### src/rtl/lcd_phy_if.sv
// Byte handshake from the LCD-write command decoder into the i8080 PHY.
// The upstream side holds the byte while valid is high; ready is registered on the PHY side.
interface lcd_phy_if;
  logic [7:0] phy_data;
  logic       phy_rs;
  logic       phy_valid;
  logic       phy_ready;

  modport master (output phy_data, phy_rs, phy_valid, input phy_ready);
  modport slave  (input phy_data, phy_rs, phy_valid, output phy_ready);
endinterface

### src/rtl/lcd_phy_i8080.sv
// 8-bit i8080 write PHY: each accepted byte becomes a timed wr_n strobe, with cs_n idle release.
// First wr_n low T_CSS+1 cycles after accept from OFF, 1 cycle from IDLE; ready low while a write is in flight.
module lcd_phy_i8080 #(
  parameter int T_CSS   = 1,
  parameter int T_WRL   = 2,
  parameter int T_WRH   = 2,
  parameter int CS_IDLE = 15
) (
  input  logic       clk,
  input  logic       rst,
  lcd_phy_if.slave   phy,
  input  logic       i_ctl_lcd_rst,
  output logic       o_stat_busy,
  output logic [7:0] o_lcd_d,
  output logic       o_lcd_rs,
  output logic       o_lcd_wr_n,
  output logic       o_lcd_cs_n,
  output logic       o_lcd_rst_n
);

  typedef enum logic [2:0] {S_OFF, S_SETUP, S_WRL, S_WRH, S_IDLE} state_t;

  localparam logic [3:0] L_CSS  = 4'(T_CSS - 1);
  localparam logic [3:0] L_WRL  = 4'(T_WRL - 1);
  localparam logic [3:0] L_WRH  = 4'(T_WRH - 1);
  localparam logic [7:0] L_IDLE = 8'(CS_IDLE - 1);
  localparam bit         CS_TIMEOUT = (CS_IDLE != 0);

  state_t     r_state, w_state_nxt;
  logic [3:0] r_phase, w_phase_nxt;
  logic [7:0] r_idle_cnt, w_idle_nxt;
  logic       r_ready, r_busy, r_wr_n, r_cs_n, r_rs, r_rst_n;
  logic [7:0] r_d;
  logic       w_accept;

  assign w_accept      = phy.phy_valid & r_ready;
  assign phy.phy_ready = r_ready;
  assign o_stat_busy   = r_busy;
  assign o_lcd_d       = r_d;
  assign o_lcd_rs      = r_rs;
  assign o_lcd_wr_n    = r_wr_n;
  assign o_lcd_cs_n    = r_cs_n;
  assign o_lcd_rst_n   = r_rst_n;

  // Phase counter is loaded with (length-1) on state entry and the state advances when it hits 0.
  always_comb begin
    w_state_nxt = r_state;
    w_phase_nxt = r_phase;
    w_idle_nxt  = r_idle_cnt;
    case (r_state)
      S_OFF: begin
        if (w_accept) begin
          w_state_nxt = S_SETUP;
          w_phase_nxt = L_CSS;
          w_idle_nxt  = '0;
        end
      end
      S_SETUP: begin
        if (r_phase == 4'd0) begin
          w_state_nxt = S_WRL;
          w_phase_nxt = L_WRL;
        end else begin
          w_phase_nxt = r_phase - 4'd1;
        end
      end
      S_WRL: begin
        if (r_phase == 4'd0) begin
          w_state_nxt = S_WRH;
          w_phase_nxt = L_WRH;
        end else begin
          w_phase_nxt = r_phase - 4'd1;
        end
      end
      S_WRH: begin
        if (r_phase == 4'd0) begin
          w_state_nxt = S_IDLE;
          w_idle_nxt  = '0;
        end else begin
          w_phase_nxt = r_phase - 4'd1;
        end
      end
      S_IDLE: begin
        // A byte arriving on the expiry cycle takes priority, so cs_n never glitches high.
        if (w_accept) begin
          w_state_nxt = S_WRL;
          w_phase_nxt = L_WRL;
          w_idle_nxt  = '0;
        end else if (CS_TIMEOUT && r_idle_cnt == L_IDLE) begin
          w_state_nxt = S_OFF;
        end else if (r_idle_cnt != 8'hFF) begin
          w_idle_nxt = r_idle_cnt + 8'd1;
        end
      end
      default: w_state_nxt = S_OFF;
    endcase
  end

  always_ff @(posedge clk or posedge rst) begin
    if (rst) begin
      r_state    <= S_OFF;
      r_phase    <= '0;
      r_idle_cnt <= '0;
      r_ready    <= 1'b0;
      r_busy     <= 1'b0;
      r_wr_n     <= 1'b1;
      r_cs_n     <= 1'b1;
      r_d        <= '0;
      r_rs       <= 1'b0;
      r_rst_n    <= 1'b0;
    end else begin
      r_state    <= w_state_nxt;
      r_phase    <= w_phase_nxt;
      r_idle_cnt <= w_idle_nxt;
      r_ready    <= (w_state_nxt == S_OFF) || (w_state_nxt == S_IDLE);
      r_busy     <= (w_state_nxt == S_SETUP) || (w_state_nxt == S_WRL) || (w_state_nxt == S_WRH);
      r_wr_n     <= (w_state_nxt != S_WRL);
      r_cs_n     <= (w_state_nxt == S_OFF);
      r_rst_n    <= ~i_ctl_lcd_rst;
      if (w_accept) begin
        r_d  <= phy.phy_data;
        r_rs <= phy.phy_rs;
      end
    end
  end

endmodule

### src/flat_wrapper.sv
// flat-port wrapper written by rule: the top's interface ports become plain ports
module lcd_phy_i8080_flat 
#(
  parameter int T_CSS   = 1,
  parameter int T_WRL   = 2,
  parameter int T_WRH   = 2,
  parameter int CS_IDLE = 15
)
  (clk, rst, i_ctl_lcd_rst, o_stat_busy, o_lcd_d, o_lcd_rs, o_lcd_wr_n, o_lcd_cs_n, o_lcd_rst_n, phy_phy_data, phy_phy_rs, phy_phy_valid, phy_phy_ready);
  lcd_phy_if phy_i ();
  input  logic clk;
  input  logic rst;
  input  logic i_ctl_lcd_rst;
  output logic o_stat_busy;
  output logic [7:0] o_lcd_d;
  output logic o_lcd_rs;
  output logic o_lcd_wr_n;
  output logic o_lcd_cs_n;
  output logic o_lcd_rst_n;
  input wire logic [$bits(phy_i.phy_data)-1:0] phy_phy_data;
  input wire logic [$bits(phy_i.phy_rs)-1:0] phy_phy_rs;
  input wire logic [$bits(phy_i.phy_valid)-1:0] phy_phy_valid;
  output wire logic [$bits(phy_i.phy_ready)-1:0] phy_phy_ready;
  assign phy_i.phy_data = phy_phy_data;
  assign phy_i.phy_rs = phy_phy_rs;
  assign phy_i.phy_valid = phy_phy_valid;
  assign phy_phy_ready = phy_i.phy_ready;
  lcd_phy_i8080 #(.T_CSS(T_CSS), .T_WRL(T_WRL), .T_WRH(T_WRH), .CS_IDLE(CS_IDLE)) u_core (.clk(clk), .rst(rst), .phy(phy_i), .i_ctl_lcd_rst(i_ctl_lcd_rst), .o_stat_busy(o_stat_busy), .o_lcd_d(o_lcd_d), .o_lcd_rs(o_lcd_rs), .o_lcd_wr_n(o_lcd_wr_n), .o_lcd_cs_n(o_lcd_cs_n), .o_lcd_rst_n(o_lcd_rst_n));
endmodule
### config.mk
export PLATFORM = sky130hd
export DESIGN_NAME = lcd_phy_i8080_flat
export DESIGN_NICKNAME = d
export VERILOG_FILES = /design/src/rtl/lcd_phy_if.sv /design/src/rtl/lcd_phy_i8080.sv /design/src/flat_wrapper.sv
export SDC_FILE = /design/constraint.sdc
export NUM_CORES = 1
export LEC_CHECK = 0
export ABC_AREA = 1
export CORE_MARGIN = 2
export CORE_UTILIZATION = 52
export DETAILED_ROUTE_END_ITERATION = 6
export GPL_ROUTABILITY_DRIVEN = 0
export GPL_TIMING_DRIVEN = 0
export PLACE_DENSITY = 0.76
export SLEW_MARGIN = 20
export SYNTH_ARGS = -nofsm -noshare
export SYNTH_HDL_FRONTEND = slang
export SYNTH_SLANG_ARGS = --single-unit
### constraint.sdc
create_clock -name clk -period 1.7 [get_ports clk]
set_clock_uncertainty 0.2 [all_clocks]
set_input_delay 0.51 -clock clk [delete_from_list [all_inputs] [get_ports clk]]
set_output_delay 0.51 -clock clk [all_outputs]
set_load 0.03 [all_outputs]
==> results.md <==
- FFs w/ async S/R, synth: 100.0%
- Hold-fix buffers, CTS: 0
- Synth-to-Final Area Change: 25.95%
- Mapped cell area: 1620 sq um
- Core area: 3003 sq um
- Xor-xnor portion of the synthesized cell area: 1.081%
- Yosys Warn Count: 0
- Count of flip-flops with a built-in enable after synthesis: 0
- Worst setup margin: 0.006728 ns
- Min Hold Slack: around 0.28 ns
- Crit-path cells: buf_6
- Met1 track utilization from global routing: 26.49%
- Die span in y: roughly 60 um
- Slew Viols, Final: 0
- Die X-Extent: 59.82 um
- Seq cells post-synth: 29
- Initial core utilization: a little over half
- H-tree levels: 2
- Initial DRT Pass Iterations: 4
- Final setup vio count: 0
- First-pass GRT wire length: 5.451 mm
- FF-to-FF path depth: 5
- Fin area: 2041 sq um
- Max-cap violations: 0
- DP Wirelength: 2.314 mm
- Relative slew slack: 60.25%
- Setup CP Type: reg2out
- Unrepaired setup endpoints after global routing: yes
- Reg2Reg Capture Point: u_core.r_phase[2]$_DFFE_PP0P_
- Hold Crit Class: reg2reg
- Fin. Hold Viols: 0
- CTS tree: done
- # rows: 20
- FMAX: 590.6 MHz
- Post-Synth Simple-Gate Area: 38.30%
- Synth Flop Type: dfrtp_1
- Critical path endpoint category: output pin
- Met2 Use GR: around a third
- Post-synthesis area per instance: 7.790 sq um
- Compound-Gate Fraction of Synth Area: around 6.3%
- Fin util: approximately 68%
- All-Layer GR Usage: about a fifth
- Synth Net Count: 225
- Crit share post-route: 99.60%
- Critical path fanouts, max: 1
- Root Buffer: clkbuf_4
- Met3 GRT Util: 7.143%
- Fill cells: 273
- 1st-iter DRT viols: 54
- DR vias/cell: 4.979
- Clock sink total: 29
- Die ar.: 3578 sq um
- Main combinational cell family by area after synthesis: simple AND/OR/NAND/NOR gates
- Port Buf Inserts: 26
- Overall Power: 3.443 mW
- Busiest grt layer: met2
- DRC: 0
- Routed Antenna Nets: 0
- Startpoint types: flop
- Worst Path Required: 0.99 ns
- Post-place setup slack: -0.4436 ns
- Ant. Diodes: 0
- Routed Wire Length: 3.236 mm
- # nets final: 267
- Vias: between 1000 and 1500
- Post-Synth Adder-Cell Area: about 3.1%
- Maximum VDD drop: approximately 0.0010 V
- R2r setup slk: about 0.11 ns
- Worst-skew pair later-pin latency: 0.33 ns
- Worst setup path end: o_lcd_wr_n
- Max Root-Sink Buffers: 2
- PD cells: ~1700 nW/um^2
- GRT overflow: 0
- I/O Pins: 27
- Initial antenna violation count: 0
- Reg clk slew, reported paths: 0.10 ns
- Slowest CP cell: dfstp_2
- Slew @ Worst Pin: roughly 0.60 ns
- CP max stage delay: 0.53 ns
- Vias in the first global route: 1266
- Share of cells above drive strength 1: ~25%
- CP Launch Point: u_core.o_lcd_wr_n$_DFF_PP1_
- Yosys cell types: 28
- Leakage power: 1.086 nW
- Wirelength per Cell: 11.39 um
- CP Depth: 1
- Post-synthesis sequential area ratio: 44.94%
- Cells after synthesis: approximately 210
- Status: complete, no violations
- Reg2reg start: u_core.r_state[0]$_DFF_PP0_
- WP data arrival: 0.98 ns
- Buf/Inv on CP: 1
- Placed Area: 1922 sq um
- Family with the most delay on the worst path: flip-flops
- Tmin final: 1.693 ns
- Total CTS buffers: 5
- Largest net degree at the start of global routing: 30
- Multiplexer share of the synthesized area: 0%
==> registers in the layout, summed over array words and instances, names as in the netlist, 3 cells and up <==
signal / flops
u_core.o_lcd_d: 8
u_core.r_idle_cnt: 8
u_core.r_phase: 4
u_core.r_state: 3
==> what timing repair did <==
action,4_1_cts,5_1_grt
setup endpoints to repair,24,16
gates cloned,0,1
pin swaps,0,7
endpoints found under the hold margin,0,0
gates resized for setup,78,11
buffers inserted,0,8
==> per-layer routing <==
| layer | wire [um] | up-vias | part of all wire [%] |
|---|---|---|---|
| li1 | - | 738 | - |
| met1 | 1508 | 648 | 47 |
| met2 | 1549 | 20 | 48 |
| met3 | 133 | 8 | 4.1 |
| met4 | 44 | 0 | 1.4 |
| met5 | 0 | - | 0 |
==> how the worst min path moves through the flow <==
stage / depth (start not counted) / to / slack (ns) / startpoint
final: 2 / u_core.o_lcd_d[3]$_DFFE_PP0P_ / 0.28 / u_core.o_lcd_d[3]$_DFFE_PP0P_
after global routing: 2 / u_core.o_lcd_d[3]$_DFFE_PP0P_ / 0.31 / u_core.o_lcd_d[3]$_DFFE_PP0P_
after CTS: 2 / u_core.o_lcd_rs$_DFFE_PP0P_ / 0.29 / u_core.o_lcd_rs$_DFFE_PP0P_
after detailed placement: 2 / u_core.o_lcd_rs$_DFFE_PP0P_ / 0.27 / u_core.o_lcd_rs$_DFFE_PP0P_
after global placement: 2 / u_core.o_lcd_d[4]$_DFFE_PP0P_ / 0.26 / u_core.o_lcd_d[4]$_DFFE_PP0P_
after floorplan: 2 / u_core.r_phase[3]$_DFFE_PP0P_ / 0.29 / u_core.r_phase[3]$_DFFE_PP0P_
==> logic make-up (layout without fill, tap and decap cells) <==
kind of cell | count (synthesis) | in the layout
AO/OA/AOI/OAI | 13 | 14
adder cells (fa/ha/maj) | 4 | 4
AND/OR/NAND/NOR | 133 | 133
buffers and inverters | 27 | 69
XOR/XNOR | 2 | 2
flip-flops | 29 | 29
==> layout make-up <==
cell class                 instances  area [sq um]  area share, %
clock inverter                     1         5.005         0.2452
multi-input combinational        153         820.8          40.22
sequential                        29         729.5          35.74
buffer                             2         15.01         0.7357
tap                               33         41.29          2.023
inverter                          25         98.84          4.844
clock buffer                       7         65.06          3.188
timing repair buffer              34         265.3          13.00
==> synth_stat cells, drive strengths merged, types with 2 or more instances <==
library cell,count,area share (%)
dfstp,2,3.2
inv,25,5.8
nand4,3,1.2
dfrtp,27,42
xor2,2,1.1
a21oi,3,2.3
nand2,90,23
ha,4,3.1
nand3b,3,1.4
nor2,19,6.3
nand3,16,5.6
o21ai,7,2.6
==> cells in the final DEF, fill, tap and decap left out, types with 2 or more instances in the layout <==
master and count:
a21oi_4 2, nand2_2 3, inv_4 2, buf_4 8
dfstp_2 2, nor2_1 16, nor2_4 2, inv_2 7
dfrtp_1 26, nand3_1 13, nand2_1 81, clkbuf_8 2
ha_1 3, buf_6 3, inv_1 16, o21ai_1 4
nand2_4 6, clkbuf_4 6, clkdlybuf4s50_1 12, nand3b_1 3
nand3_2 3, o21ai_2 2, nand4_1 3, buf_2 11
xor2_1 2
==> through the flow <==
stage                      TNS, ns  cells
final                            0    284
after global routing      -0.08482    284
after CTS                 -0.01964    275
after detailed placement    -18.79    267
after global placement      -18.43    267
after floorplan                  0    208
==> where the power goes <==
part / switching [mW] / internal, mW
sequential: 0.161 / 0.928
clock: 0.243 / 0.239
combinational: 1.19 / 0.680
total: 1.60 / 1.85
(Power assumes the default switching activity.)
